<file path="src/rtl/keymatrix_injector.sv">
// Keystroke injector for the EG2000 keyboard matrix. Queued key codes are played
// out as timed press/hold/release events, ORed onto the physical column response.
`timescale 1ns/1ps
module keymatrix_injector #(
  parameter int unsigned DEPTH = 16,
  parameter logic [15:0] HOLD  = 16'd2000,
  parameter logic [15:0] GAP   = 16'd2000
) (
  input  logic       clock,
  input  logic       reset,
  input  logic       ce,
  input  logic       wr,
  input  logic [7:0] wdata,
  input  logic       abort,
  input  logic [7:0] a,
  input  logic [7:0] kq,
  output logic [7:0] q,
  output logic       full,
  output logic       busy,
  output logic       ovf
);

  localparam int AW = (DEPTH > 1) ? $clog2(DEPTH) : 1;
  localparam logic [AW:0] FULL_COUNT = DEPTH[AW:0];

  typedef enum logic [2:0] {IDLE, LOAD, SHIFT, PRESS, RELEASE} state_t;

  typedef struct packed {
    logic       shift;
    logic [2:0] row;
    logic [2:0] col;
  } key_t;

  key_t          mem [DEPTH];
  logic [AW-1:0] wr_ptr, rd_ptr;
  logic [AW:0]   count;
  logic          push, pop;

  state_t        state, state_d;
  key_t          entry, entry_d;
  logic          inj_on, inj_on_d;
  logic          inj_shift, inj_shift_d;
  logic [15:0]   timer, timer_d;

  // Bit 7 of a key code is reserved and deliberately dropped.
  logic unused_wdata;
  assign unused_wdata = wdata[7];

  // Fullness is judged on the registered count, so a same-cycle pop never makes room.
  assign full = (count == FULL_COUNT);
  assign push = wr & ~full & ~abort;
  assign pop  = (state == IDLE) & (count != '0) & ~abort;
  assign busy = (state != IDLE) | (count != '0);

  // NOTE: key storage has no reset; only pointers and count define what is valid.
  always_ff @(posedge clock) begin
    if (push) mem[wr_ptr] <= key_t'(wdata[6:0]);
  end

  always_ff @(posedge clock or negedge reset) begin
    if (!reset) begin
      wr_ptr <= '0;
      rd_ptr <= '0;
      count  <= '0;
      ovf    <= 1'b0;
    end else if (abort) begin
      wr_ptr <= '0;
      rd_ptr <= '0;
      count  <= '0;
      ovf    <= 1'b0;
    end else begin
      if (push) wr_ptr <= wr_ptr + 1'b1;
      if (pop)  rd_ptr <= rd_ptr + 1'b1;
      count <= count + {{AW{1'b0}}, push} - {{AW{1'b0}}, pop};
      if (wr && full) ovf <= 1'b1;
    end
  end

  always_ff @(posedge clock or negedge reset) begin
    if (!reset) begin
      state     <= IDLE;
      entry     <= '0;
      inj_on    <= 1'b0;
      inj_shift <= 1'b0;
      timer     <= '0;
    end else begin
      state     <= state_d;
      entry     <= entry_d;
      inj_on    <= inj_on_d;
      inj_shift <= inj_shift_d;
      timer     <= timer_d;
    end
  end

  // NOTE: every next-state signal takes its hold value first, so no path can infer a latch.
  always_comb begin
    state_d     = state;
    entry_d     = entry;
    inj_on_d    = inj_on;
    inj_shift_d = inj_shift;
    timer_d     = timer;
    if (abort) begin
      state_d     = IDLE;
      inj_on_d    = 1'b0;
      inj_shift_d = 1'b0;
      timer_d     = '0;
    end else begin
      unique case (state)
        IDLE: begin
          if (count != '0) begin
            entry_d = mem[rd_ptr];
            state_d = LOAD;
          end
        end
        LOAD: begin
          if (entry.shift) begin
            inj_shift_d = 1'b1;
            timer_d     = GAP - 16'd1;
            state_d     = SHIFT;
          end else begin
            inj_on_d = 1'b1;
            timer_d  = HOLD - 16'd1;
            state_d  = PRESS;
          end
        end
        SHIFT: begin
          if (ce) begin
            if (timer == '0) begin
              inj_on_d = 1'b1;
              timer_d  = HOLD - 16'd1;
              state_d  = PRESS;
            end else begin
              timer_d = timer - 16'd1;
            end
          end
        end
        PRESS: begin
          if (ce) begin
            if (timer == '0) begin
              inj_on_d    = 1'b0;
              inj_shift_d = 1'b0;
              timer_d     = GAP - 16'd1;
              state_d     = RELEASE;
            end else begin
              timer_d = timer - 16'd1;
            end
          end
        end
        RELEASE: begin
          if (ce) begin
            if (timer == '0) state_d = IDLE;
            else             timer_d = timer - 16'd1;
          end
        end
        default: state_d = IDLE;
      endcase
    end
  end

  // Synthetic key and Shift simply OR onto the physical response.
  always_comb begin
    q = kq;
    if (inj_on && a[entry.row]) q[entry.col] = 1'b1;
    if (inj_shift && a[7])      q[0]         = 1'b1;
  end

endmodule

</file>
<file path="config.mk">
export PLATFORM = sky130hd
export DESIGN_NAME = keymatrix_injector
export DESIGN_NICKNAME = d
export VERILOG_FILES = /design/src/rtl/keymatrix_injector.sv
export SDC_FILE = /design/constraint.sdc
export NUM_CORES = 1
export LEC_CHECK = 0
export BUFFER_PORTS_ARGS = -buffer_cell sky130_fd_sc_hd__buf_2
export CAP_MARGIN = 5
export CORE_ASPECT_RATIO = 0.7
export CORE_MARGIN = 2
export CORE_UTILIZATION = 52
export DETAILED_ROUTE_END_ITERATION = 10
export PLACE_DENSITY = 0.76
export SYNTH_ARGS = -nofsm -noshare
export SYNTH_HDL_FRONTEND = slang
export SYNTH_SLANG_ARGS = --single-unit
</file>
<file path="constraint.sdc">
create_clock -name clock -period 3 [get_ports clock]
set_input_delay 0.15 -clock clock [delete_from_list [all_inputs] [get_ports clock]]
set_output_delay 0.15 -clock clock [all_outputs]
set_load 0.005 [all_outputs]
</file>
After elaboration in Yosys (flattened, before gate mapping)

Memory sizes are Yosys's and may differ from the RTL's. A register that Yosys moved wholly into a read port is not among the register bits.
Index checks and enable logic that the tools add are counted.

Memory bits (writable): 112
Input bits: 29
Memories: 1
Flip-flop bits (word level): 35

Memories:

| memory | depth | width | rd ports | clocked after memory_dff | write ports | line | text |
|---|---|---|---|---|---|---|---|
| mem    | 16    | 7     | 1        | 1                        | 1           | 34   | `key_t mem [DEPTH];` |

Eq/ne operators: 16
Reductions and logical operators: 21
Bitwise logic cells: 8
Add/sub/neg operators: 5
Mux-type cells: 41
$lt $le $gt $ge: 3

Operators with widths:

| operator                                                              | number |
|---|---|
| 16-bit 2-to-1 mux                                                     | 5 |
| 16-bit case mux with 3 select lines                                   | 1 |
| 3-bit != test (second input constant)                                 | 9 |
| 3-bit 2-to-1 mux                                                      | 8 |
| 16-bit logical NOT                                                    | 1 |
| 1-bit 2-to-1 mux                                                      | 16 |
| 4-bit 2-to-1 mux                                                      | 4 |
| 16-bit by 1-bit subtractor with 16-bit output (second input constant) | 1 |
| 3-bit case mux with 5 select lines                                    | 1 |
| 4-bit by 1-bit adder with 4-bit output (second input constant)        | 2 |
| 3-bit by 4-bit < comparator with 1-bit output (second input constant) | 2 |
| 8-bit 2-to-1 mux                                                      | 1 |
| 8-bit OR                                                              | 1 |
| 4-bit AND reduction                                                   | 2 |
| 4-bit nonzero test                                                    | 2 |
| 7-bit AND reduction                                                   | 1 |
| 3-bit by 2-bit == test with 1-bit output (second input constant)      | 2 |
| 6-bit AND reduction                                                   | 1 |
| 2-bit nonzero test                                                    | 3 |
| 3-bit nonzero test                                                    | 2 |
| 5-bit by 1-bit adder with 5-bit output                                | 1 |
| 5-bit == test (second input constant)                                 | 1 |
| 5-bit 2-to-1 mux                                                      | 1 |
| 5-bit nonzero test                                                    | 1 |
| 18 further kinds                                                      | 25 |

Depth between registers and ports, before layout

Gate-level depths: netlist of the first run.

Depth in word-level cells: 7
Depth in mapped cells: 16
Depth with buffers taken out: 16

Worst setup path before layout of the first run

No wires, ideal clock.

Path kind: flip-flop to flip-flop
Start: register count[2]
End: register count[4]
Data required time: 2864 ps
Setup time: 136 ps
Clock period less this slack: 2907 ps
Data arrival time: 2771 ps
Setup slack: 93 ps
Cell stages (with the launch flop): 17
Path through: dfrtp_1 -> inv_1 -> ha_1 -> nor4b_1 -> or4b_2 -> clkbuf_1 -> inv_2 -> ha_1 -> inv_1 -> ha_1 -> inv_1 -> fa_1 -> inv_1 -> a21oi_1 -> nor2_1 -> or3_1 -> a21oi_1

Longest elaborated chain between the ends: 7

Ends and longest elaborated chain:

| what                                            | line | text |
|---|---|---|
| from (decl)                                     | 36   | `logic [AW:0] count;` |
| from (signal assigned)                          | 74   | `count <= count + {{AW{1'b0}}, push} - {{AW{1'b0}}, pop};` |
| 5-bit == test                                   | 50   | `assign full = (count == FULL_COUNT);` |
| 1-bit inverter                                  | 51   | `assign push = wr & ~full & ~abort;` |
| 1-bit AND (2 in series)                         | 51   |  |
| 5-bit by 1-bit adder with 5-bit output          | 74   |  |
| 5-bit by 1-bit subtractor with 5-bit output (*) | 74   |  |
| 5-bit 2-to-1 mux (*)                            | 66   | `end else if (abort) begin` |

Every way passes the cells marked *; elsewhere a longest branch is shown, timed or not.
A chain may end at the register's enable or synchronous reset.

Final worst setup path of the first run

Ends and elaborated chain as after synthesis.

==> summary.md, run 1 <==
| Metric | Value |
|---|---|
| Outcome | `finished, final reports clean` |
| Pwr dens | `805 nW/um^2` |
| CTS Root Cell | `clkbuf_16` |
| Max Cap Viol | `0` |
| Drt drc | `0` |
| # IOs | `40` |
| Unique masters post-synth | `62` |
| Nets | `568` |
| Net Switching | `1930 uW` |
| Area leader, netlist | `edfxtp_1` |
| CP endpoint | `count[4]` |
| Layout area overhead | `16.2%` |
| TritonCTS clock tree | `built` |
| Sw Share | `30.0%` |
| Worst R2R Setup Slack | `0.14 ns` |
| Worst R2R Path Depth | `17` |
| GRT met3 Usage | `5.77%` |
| Pleak | `0.00290 uW` |
| Number of H-tree levels | `4` |
| Worst Hold Class | `input pin to flop` |
| Worst Tran Pin Value | `1.26 ns` |
| Pin count of the biggest net entering global routing | `43` |
| Final hold violation count | `0` |
| DP HPWL | `9.25 mm` |
| Fmax | `0.349 GHz` |
| Post-Layout Inst Area | `8000 sq um` |
| DIE AREA | `14200 sq um` |
| Critical path origin | `count[2]` |
| Clk Latency, worst-skew pair | `0.42 ns` |
| Pre-CTS setup slack | `-0.0126 ns` |
| ANT cells | `0` |
| Max Slew Vio Count | `0` |
| CP arrival | `3.20 ns` |
| Vias in the first global route | `4154` |
| Grt total ovfl | `0` |
| Fillers | `939` |
| Syn Nets | `508` |
| Core footprint | `13100 sq um` |
| Met2 usage | `31.7%` |
| Syn avg cell area | `14.8 sq um` |
| Die X | `142 microns` |
| Max clock buf depth | `2` |
| Placed cell area | `7360 sq um` |
| Post-synthesis cell count | `466` |
| Final WL | `14.0 mm` |
| Final setup violating endpoints | `0` |
| Met1 usage in global routing | `30.2%` |
| Reg-to-Reg End | `count[4]` |
| Pint | `4510 uW` |
| Starting density of the core | `52.8%` |
| Combinational share of power | `24.9%` |
| Post-synth ARST share | `27.3%` |
| Yosys warns | `0` |
| Critical Path Start Type | `flop` |
| Clock Pin Slew Worst Setup and Hold Paths | `0.06 ns` |
| Vias per std cell | `6.03` |
| Crit. End Element | `flop` |
| Pre-antenna DRT Iters | `5` |
| CTS buffer count | `17` |
| Sequential share of the synthesized area | `64.1%` |
| GR peak layer | `met2` |
| Sequential share of power | `42.1%` |
| Tot GR Track Use | `20.8%` |
| RSZ-0062 raised after global routing | `yes` |
| Number of synthesized flops with an enable pin | `112` |
| Period minus WS final | `2.86 ns` |
| Layout Skew | `0.00683 ns` |
| Max FO, Critical Path | `4` |
| Main synth FF type | `edfxtp_1` |
| CTS sink cnt | `154` |
| IR drop worst, VDD | `0.480 mV` |
| Clock Power Share | `33.0%` |
| Crit share post-route | `95.4%` |
| Synth Register Bits | `154` |
| Initial antenna violation count | `0` |
| Post-synth top cells | `edfxtp_1, dfrtp_1, nor2_1` |
| CP Data Required Time | `3.34 ns` |
| Total number of vias | `4249` |
| Drt wl/cell | `19.8 microns` |
| Mapped cell area | `6880 sq um` |
| Share of layout cells above drive strength 1 | `25.8%` |
| First-pass GRT wire length | `21.9 mm` |
| Synth top area share | `48.9%` |
| Most common cell in the synthesized netlist | `edfxtp_1` |
| Chip height | `100 microns` |
| Normalized max-slew margin | `15.6%` |
| 1st-iter DRT viols | `369` |
| Critical Setup Path Class | `flop to flop` |
| Beginning of the worst register-to-register path | `count[2]` |
| Final Worst Setup Slack | `0.137 ns` |
| Top cells by area, synth | `edfxtp_1, dfrtp_1, mux4_2` |
| Port Buffers | `38` |
| GPL Wtd Cong | `0.803` |
| Antenna Nets Post-Route | `0` |
| # rows | `35` |
[worst max-delay path, cell delays in order, from the launching register on]
cell and delay [ns]:
dfrtp_1 0.37, inv_1 0.07, ha_1 0.21, nor4bb_2 0.18, buf_4 0.15, nand2b_1 0.15, nor2_2 0.10, inv_1 0.06
ha_1 0.27, inv_1 0.04, ha_1 0.19, inv_1 0.08, fa_2 0.21, inv_1 0.05, a21oi_1 0.11, nor2_1 0.07
or3_1 0.34, a21oi_1 0.14
[how the worst min path moves through the flow]
stage,startpoint,slack [ns],to,depth (start not counted)
final,abort,0.08,state[1],4
after global routing,abort,0.09,state[1],4
after CTS,abort,0.07,state[1],4
after detailed placement,reset,0.36,count[2],1
after global placement,reset,0.34,count[3],1
after floorplan,reset,-0.15,count[0],0
[power by group through the flow]
stage | registers, uW | clock network (uW) | logic, uW
after floorplan | 2670 | 0 | 1200
after global placement | 2730 | 0 | 1510
after detailed placement | 2750 | 0 | 1560
after CTS | 2710 | 2150 | 1590
after global routing | 2750 | 2240 | 1760
final | 2710 | 2120 | 1600
[per-stage QoR]
step | std cells | TNS [ns] | util, % | power [uW] | hold slack [ns]
2_1_floorplan | 466 | 0 | - | 3870 | -0.146
3_3_place_gp | 670 | 0 | 56.4 | 4230 | 0.345
3_5_place_dp | 670 | -0.0126 | 56.4 | 4310 | 0.356
4_1_cts | 705 | 0 | 61.1 | 6450 | 0.0674
5_1_grt | 705 | -0.0113 | 61.3 | 6750 | 0.0893
6_report | 705 | 0 | 61.3 | 6440 | 0.0830
[metal layers]
metal  share of wire (%)  wire length, microns  up-vias
met2                  47                  6550      171
li1                    -                     -     1927
met4                0.50                    70        0
met3                 7.0                   983        8
met1                  45                  6350     2143
met5                   0                     0        -
[cell type report]
type                            instances  area (sq um)  share of cell area, %
Sequential cell                       154          4420                   55.2
Clock inverter                         15           164                   2.05
Inverter                               22          82.6                   1.03
Timing Repair Buffer                   62           388                   4.85
Tap cell                              166           208                   2.60
Multi-Input combinational cell        269          2320                   29.0
Clock buffer                           17           425                   5.32
[cell families after synthesis]
logic type / after synthesis / synth area share [%]
adder cells (fa/ha/maj): 13 / 2.47
flip-flops: 154 / 64.1
multiplexers: 48 / 12.5
AND/OR/NAND/NOR: 114 / 8.47
AO/OA/AOI/OAI: 85 / 8.72
XOR/XNOR: 9 / 1.15
buffers and inverters: 43 / 2.60
[cells in the final DEF (no fill, tap or decap), drive strengths merged, types with 7 or more instances in the layout]
master / synthesis / final
nand2: 22 / 22
clkbuf: 10 / 17
o21ai: 7 / 7
edfxtp: 112 / 112
mux2i: 16 / 16
inv: 22 / 28
a31oi: 18 / 18
a21o: 9 / 9
o22ai: 7 / 7
mux4: 30 / 30
dfrtp: 42 / 42
nor3: 13 / 13
ha: 12 / 12
buf: 11 / 60
a21oi: 15 / 15
or3: 7 / 7
nor2: 40 / 40
[state kept, by name, indices dropped and copies added (netlist names)]
signal / flops
ovf: 1
mem: 112
state: 3
rd_ptr: 4
inj_on: 1
timer: 16
inj_shift: 1
count: 5
entry: 7
wr_ptr: 4
[timing repair]
action	4_1_cts	5_1_grt
endpoints found under the setup margin	1	8
resized for setup	1	5
setup buffers	1	0
hold buffers	2	0
endpoints found under the hold margin	43	0
No activity file was read; power rests on OpenSTA's default activity.
==> run 2, diff against run 1 <==
CELL_PAD_IN_SITES_DETAIL_PLACEMENT = 1   (was not set)
CELL_PAD_IN_SITES_GLOBAL_PLACEMENT = 1   (was not set)
CORE_UTILIZATION = 46   (was 52)
PLACE_DENSITY = 0.79   (was 0.76)
==> run 2 against run 1 <==
Compared with the run above: non-clock buffer count increased by 6; clock power increased by 5%; critical path depth decreased by 2; total power increased by 4.2%; setup slack got worse by 0.080 ns; first-iteration DRC count increased by 11%; via count increased by 3.9%; sequential cell count unchanged; critical path type unchanged.
==> summary.md, run 2 (synthesis gave the netlist of run 1 again) <==
| Metric | Value |
|---|---|
| # IOs | `40` |
| Max reg flops | `112` |
| Pre-CTS setup slack | `-0.107 ns` |
| TritonCTS clock tree | `built` |
| Max FO, Critical Path | `3` |
| Vias in the first global route | `4701` |
| Max Cap Viol | `0` |
| Crit share post-route | `98.1%` |
| Sequential share of power | `41.2%` |
| CP arrival | `3.24 ns` |
| Chip height | `106 microns` |
| RSZ-0062 raised after global routing | `yes` |
| Worst Tran Pin Value | `1.03 ns` |
| 1st-iter DRT viols | `410` |
| Largest Register | `mem` |
| DIE AREA | `16000 sq um` |
| Starting density of the core | `46.9%` |
| GPL Wtd Cong | `0.753` |
| Worst Hold Class | `input pin to flop` |
| Combinational share of power | `25.6%` |
| Pint | `4680 uW` |
| Largest registers | `mem: 112 flops, timer: 16 flops, entry: 7 flops` |
| Grt total ovfl | `0` |
| Die X | `150 microns` |
| Share of layout cells above drive strength 1 | `27.0%` |
| CTS Root Cell | `clkbuf_16` |
| Outcome | `finished, final reports clean` |
| Tot GR Track Use | `23.5%` |
| Layout area overhead | `17.8%` |
| Max Slew Vio Count | `0` |
| CP bufs+invs | `5` |
| Net Switching | `2040 uW` |
| Initial antenna violation count | `0` |
| Antenna Nets Post-Route | `0` |
| Drt wl/cell | `23.5 microns` |
| Final hold violation count | `0` |
| Crit. End Element | `flop` |
| First-pass GRT wire length | `27.3 mm` |
| DP HPWL | `11.5 mm` |
| Final setup violating endpoints | `0` |
| Worst R2R Path Depth | `15` |
| Most frequent cells in the layout | `edfxtp_1, dfrtp_1, nor2_1` |
| Vias per std cell | `5.97` |
| Fmax | `0.340 GHz` |
| Layout Skew | `0.00649 ns` |
| Total number of vias | `4415` |
| Power, Total | `6710 uW` |
| WP depth | `15` |
| IR drop worst, VDD | `0.369 mV` |
| Hold Crit Depth | `4` |
| Final WL | `17.4 mm` |
| Slowest-stage cell, CP | `or4b_4` |
| Pwr dens | `828 nW/um^2` |
| Most used cell, CP | `inv_1` |
| Port Buffers | `38` |
| Final Worst Setup Slack | `0.0564 ns` |
| Setup Total Neg Slack | `0 ns` |
| ANT cells | `0` |
| Commonest non-fill, non-tap cell in the layout | `edfxtp_1` |
| Crit-path leading delay family | `adder cells` |
| CTS buffer count | `17` |
| Pre-antenna DRT Iters | `5` |
| Placed insts | `702` |
| Drt drc | `0` |
| Crit-path cells | `inv_1 -> ha_2 -> nor4b_2 -> or4b_4 -> inv_2 -> ha_1 -> inv_1 -> ha_2 -> inv_2 -> fa_2 -> inv_1 -> a21oi_1 -> nor2_1 -> or3_1 -> a21oi_2` |
| Clock Power Share | `33.3%` |
| CP Data Required Time | `3.30 ns` |
| Sw Share | `30.3%` |
| Max incr delay on CP | `0.52 ns` |
| Max clock buf depth | `2` |
| Pleak | `0.00296 uW` |
| Pin count of the biggest net entering global routing | `43` |
| Clock Pin Slew Worst Setup and Hold Paths | `0.06 ns` |
| Period minus WS final | `2.94 ns` |
| Core footprint | `14700 sq um` |
| Final Non-Filler Cells | `740` |
| Critical Setup Path Class | `flop to flop` |
| CTS sink cnt | `154` |
| Critical Path Start Type | `flop` |
| Nets | `574` |
| # rows | `37` |
| Normalized max-slew margin | `31.1%` |
| Clk Latency, worst-skew pair | `0.43 ns` |
| Number of H-tree levels | `4` |
-- run 2: cell types whose count changed in the layout (fill, tap and decap cells not counted), moves of 2 or more --
cell and change:
buf_4 +7, inv_6 -4, clkinv_2 +3, clkinvlp_4 -3, bufinv_16 +2, clkinv_1 +2
ha_1 -2, ha_2 +2
-- run 2: path summary, 6_finish.rpt --
| kind | end | start | slack, ns |
|---|---|---|---|
| max | count[4] | count[2] | 0.06 |
| min | state[1] | abort | 0.08 |
| max reg2reg | count[4] | count[2] | 0.06 |
| min reg2reg | ovf | ovf | 0.50 |
| max in group asynchronous | rd_ptr[0] | reset | 1.84 |
| min in group asynchronous | wr_ptr[3] | reset | 0.44 |
-- run 2: what timing repair did --
action | in CTS | in global routing
hold endpoints to repair | 43 | 0
setup buffers | 0 | 3
pin swaps | 0 | 3
hold buffers | 2 | 0
gates cloned | 0 | 0
gates resized for setup | 3 | 10
endpoints found under the setup margin | 1 | 15
-- run 2: tightest hold or removal path: stages --
cell,delay (ns)
buf_2,0.10
nor2_1,0.07
o21ai_0,0.08
a31oi_1,0.06
-- run 2: power groups by stage --
stage	registers [uW]	clock network, uW	logic, uW
6_report	2760	2230	1720
5_1_grt	2800	2330	1890
4_1_cts	2750	2260	1660
3_5_place_dp	2780	0	1600
3_3_place_gp	2750	0	1500
2_1_floorplan	2670	0	1200
-- run 2: final cells by class --
class	instances	area [sq um]
Tap cell	195	244
Sequential cell	154	4420
Inverter	22	82.6
Fill cell	1429	6570
Multi-Input combinational cell	269	2340
Timing Repair Buffer	68	420
Clock buffer	18	429
Clock inverter	14	178
-- run 2: through the flow --
step                      utilization [%]  hold slack [ns]  area [sq um]
after floorplan                         -           -0.146          6880
after global placement               50.4            0.363          7400
after detailed placement             50.4            0.388          7400
after CTS                            54.8           0.0699          8040
after global routing                 55.3           0.0945          8110
final                                55.3           0.0841          8110
-- run 2: metal layers --
metal	GRT usage, %	share of wire [%]	up-vias
met5	0	0	-
met4	8.09	1.7	0
met3	5.79	5.8	23
met2	36.1	48	148
met1	32.9	45	2314
li1	-	-	1930
==> run 3, diff against run 2 <==
RECOVER_POWER = 50   (was not set)
==> run 3 against run 2 <==
Compared with the run above: critical path type unchanged; total power barely moved; critical path depth did not move; design area decreased by 0.12%; highest routed layer unchanged; core utilization decreased by 0.068 points; largest power group unchanged; combinational power about the same; critical endpoint unchanged; largest cell class unchanged; global-route usage stayed put; fmax rose by 0.32%.
==> summary.md, run 3 (synthesis gave the netlist of run 1 again) <==
| Metric | Value |
|---|---|
| Clock Pin Slew Worst Setup and Hold Paths | `0.06 ns` |
| Largest Register | `mem` |
| Max Cap Viol | `0` |
| Worst Tran Pin Value | `1.16 ns` |
| RSZ-0062 raised after global routing | `yes` |
| Final setup violating endpoints | `0` |
| CTS sink cnt | `154` |
| Placed insts | `702` |
| Fmax | `0.341 GHz` |
| Largest registers | `mem: 112 flops, timer: 16 flops, entry: 7 flops` |
| TritonCTS clock tree | `built` |
| 1st-iter DRT viols | `417` |
| Beginning of the worst register-to-register path | `count[2]` |
| Crit share post-route | `97.8%` |
| CP endpoint | `count[4]` |
| CP Data Required Time | `3.30 ns` |
| Chip height | `106 microns` |
| Vias in the first global route | `4701` |
| Antenna Nets Post-Route | `0` |
| Slowest-stage cell, CP | `or4b_4` |
| GPL Wtd Cong | `0.753` |
| # rows | `37` |
| Grt total ovfl | `0` |
| Initial antenna violation count | `0` |
| Final WL | `17.4 mm` |
| Tot GR Track Use | `23.5%` |
| Nets | `574` |
| Fillers | `1430` |
| Max clock buf depth | `2` |
| Worst R2R Path Depth | `15` |
| IR drop worst, VDD | `0.370 mV` |
| Total number of vias | `4412` |
| Critical Path Start Type | `flop` |
| Max reg flops | `112` |
| Crit. End Element | `flop` |
| Layout area overhead | `17.6%` |
| First-pass GRT wire length | `27.3 mm` |
| Drt wl/cell | `23.5 microns` |
| Normalized max-slew margin | `22.6%` |
| Die X | `150 microns` |
| Commonest non-fill, non-tap cell in the layout | `edfxtp_1` |
| DIE AREA | `16000 sq um` |
| Clk Latency, worst-skew pair | `0.43 ns` |
| Pin count of the biggest net entering global routing | `43` |
| Period minus WS final | `2.93 ns` |
| Setup Total Neg Slack | `0 ns` |
| Core footprint | `14700 sq um` |
| Pre-antenna DRT Iters | `5` |
| Pwr dens | `829 nW/um^2` |
| Critical path origin | `count[2]` |
| Reg-to-Reg End | `count[4]` |
| Outcome | `finished, final reports clean` |
| Port Buffers | `38` |
| Starting density of the core | `46.9%` |
| Worst R2R Setup Slack | `0.07 ns` |
| Pleak | `0.00293 uW` |
| ANT cells | `0` |
| Critical Setup Path Class | `flop to flop` |
| CTS Root Cell | `clkbuf_16` |
| Most frequent cells in the layout | `edfxtp_1, dfrtp_1, nor2_1` |
| Final hold violation count | `0` |
| Final core occ | `55.2%` |
| Number of H-tree levels | `4` |
| DP HPWL | `11.5 mm` |
| Worst Hold Class | `input pin to flop` |
| CP arrival | `3.24 ns` |
| Share of layout cells above drive strength 1 | `25.5%` |
| Min Hold Slack | `0.0823 ns` |
| Drt drc | `0` |
| Final Non-Filler Cells | `740` |
| Max Slew Vio Count | `0` |
| Max FO, Critical Path | `3` |
| Crit-path cells | `inv_1 -> ha_2 -> nor4b_2 -> or4b_4 -> inv_2 -> ha_1 -> inv_1 -> ha_2 -> inv_2 -> fa_2 -> inv_1 -> a21oi_1 -> nor2_1 -> or3_1 -> a21oi_2` |
| Vias per std cell | `5.96` |
| Max incr delay on CP | `0.52 ns` |
| Layout Skew | `0.00576 ns` |
| # IOs | `40` |
| Most used cell, CP | `inv_1` |
| CTS buffer count | `17` |
run 3: cell count changes in the layout (fill, tap and decap cells not counted):
cell      before  now
clkbuf_2       0    1
buf_2         38   29
clkbuf_1       1    9
run 3: stage by stage:
stage | cell area, sq um | power (uW) | setup slack (ns)
after floorplan | 6880 | 3870 | 0.0927
after global placement | 7400 | 4250 | 0.114
after detailed placement | 7400 | 4380 | -0.107
after CTS | 8040 | 6670 | 0.0306
after global routing | 8100 | 7010 | -0.109
final | 8100 | 6710 | 0.0659
run 3: how the worst min path moves through the flow:
stage               start  endpoint  slack, ns  cells past startpoint
floorplan           reset  count[0]      -0.15                      0
global placement    reset       ovf       0.36                      1
detailed placement  reset  count[2]       0.39                      1
CTS                 abort  state[1]       0.07                      4
global route        abort  state[1]       0.09                      4
finish              abort  state[1]       0.08                      4
run 3: area by class of cell:
cell class | instances | area (sq um) | area share, %
clock buffer | 18 | 429 | 5.30
clock inverter | 14 | 178 | 2.19
inverter | 22 | 82.6 | 1.02
multi-input combinational | 269 | 2340 | 28.9
sequential | 154 | 4420 | 54.5
tap | 195 | 244 | 3.01
timing repair buffer | 68 | 410 | 5.07
run 3: routing by layer:
| metal | vias to the layer above | track usage (%) | wire length [microns] |
|---|---|---|---|
| met5 | - | 0 | 0 |
| met3 | 24 | 5.79 | 1110 |
| li1 | 1929 | - | - |
| met2 | 150 | 36.1 | 8300 |
| met1 | 2309 | 32.9 | 7690 |
| met4 | 0 | 8.09 | 270 |
run 3: timing repair:
action / in CTS / in global routing
endpoints found under the setup margin: 1 / 15
hold buffers: 2 / 0
pin swaps: 0 / 3
cloned: 0 / 0
gates resized for setup: 3 / 10
hold endpoints to repair: 43 / 0
buffers inserted: 0 / 3
run 3: report_power, final:
| part | internal [uW] | total [uW] | switching (uW) |
|---|---|---|---|
| Combinational | 806 | 1710 | 906 |
| Sequential | 2490 | 2760 | 276 |
| Clock | 1380 | 2240 | 859 |
| Total | 4670 | 6710 | 2040 |
run 3: worst max-delay path: cells and delay by family, from the launching register on:
family                     cells  cell delay [ns]
AOI/OAI and AO/OA              2             0.11
and+or+nand+nor                4             0.99
DFF                            1             0.35
adders and majority gates      4             0.99
buffers and inverters          5             0.39
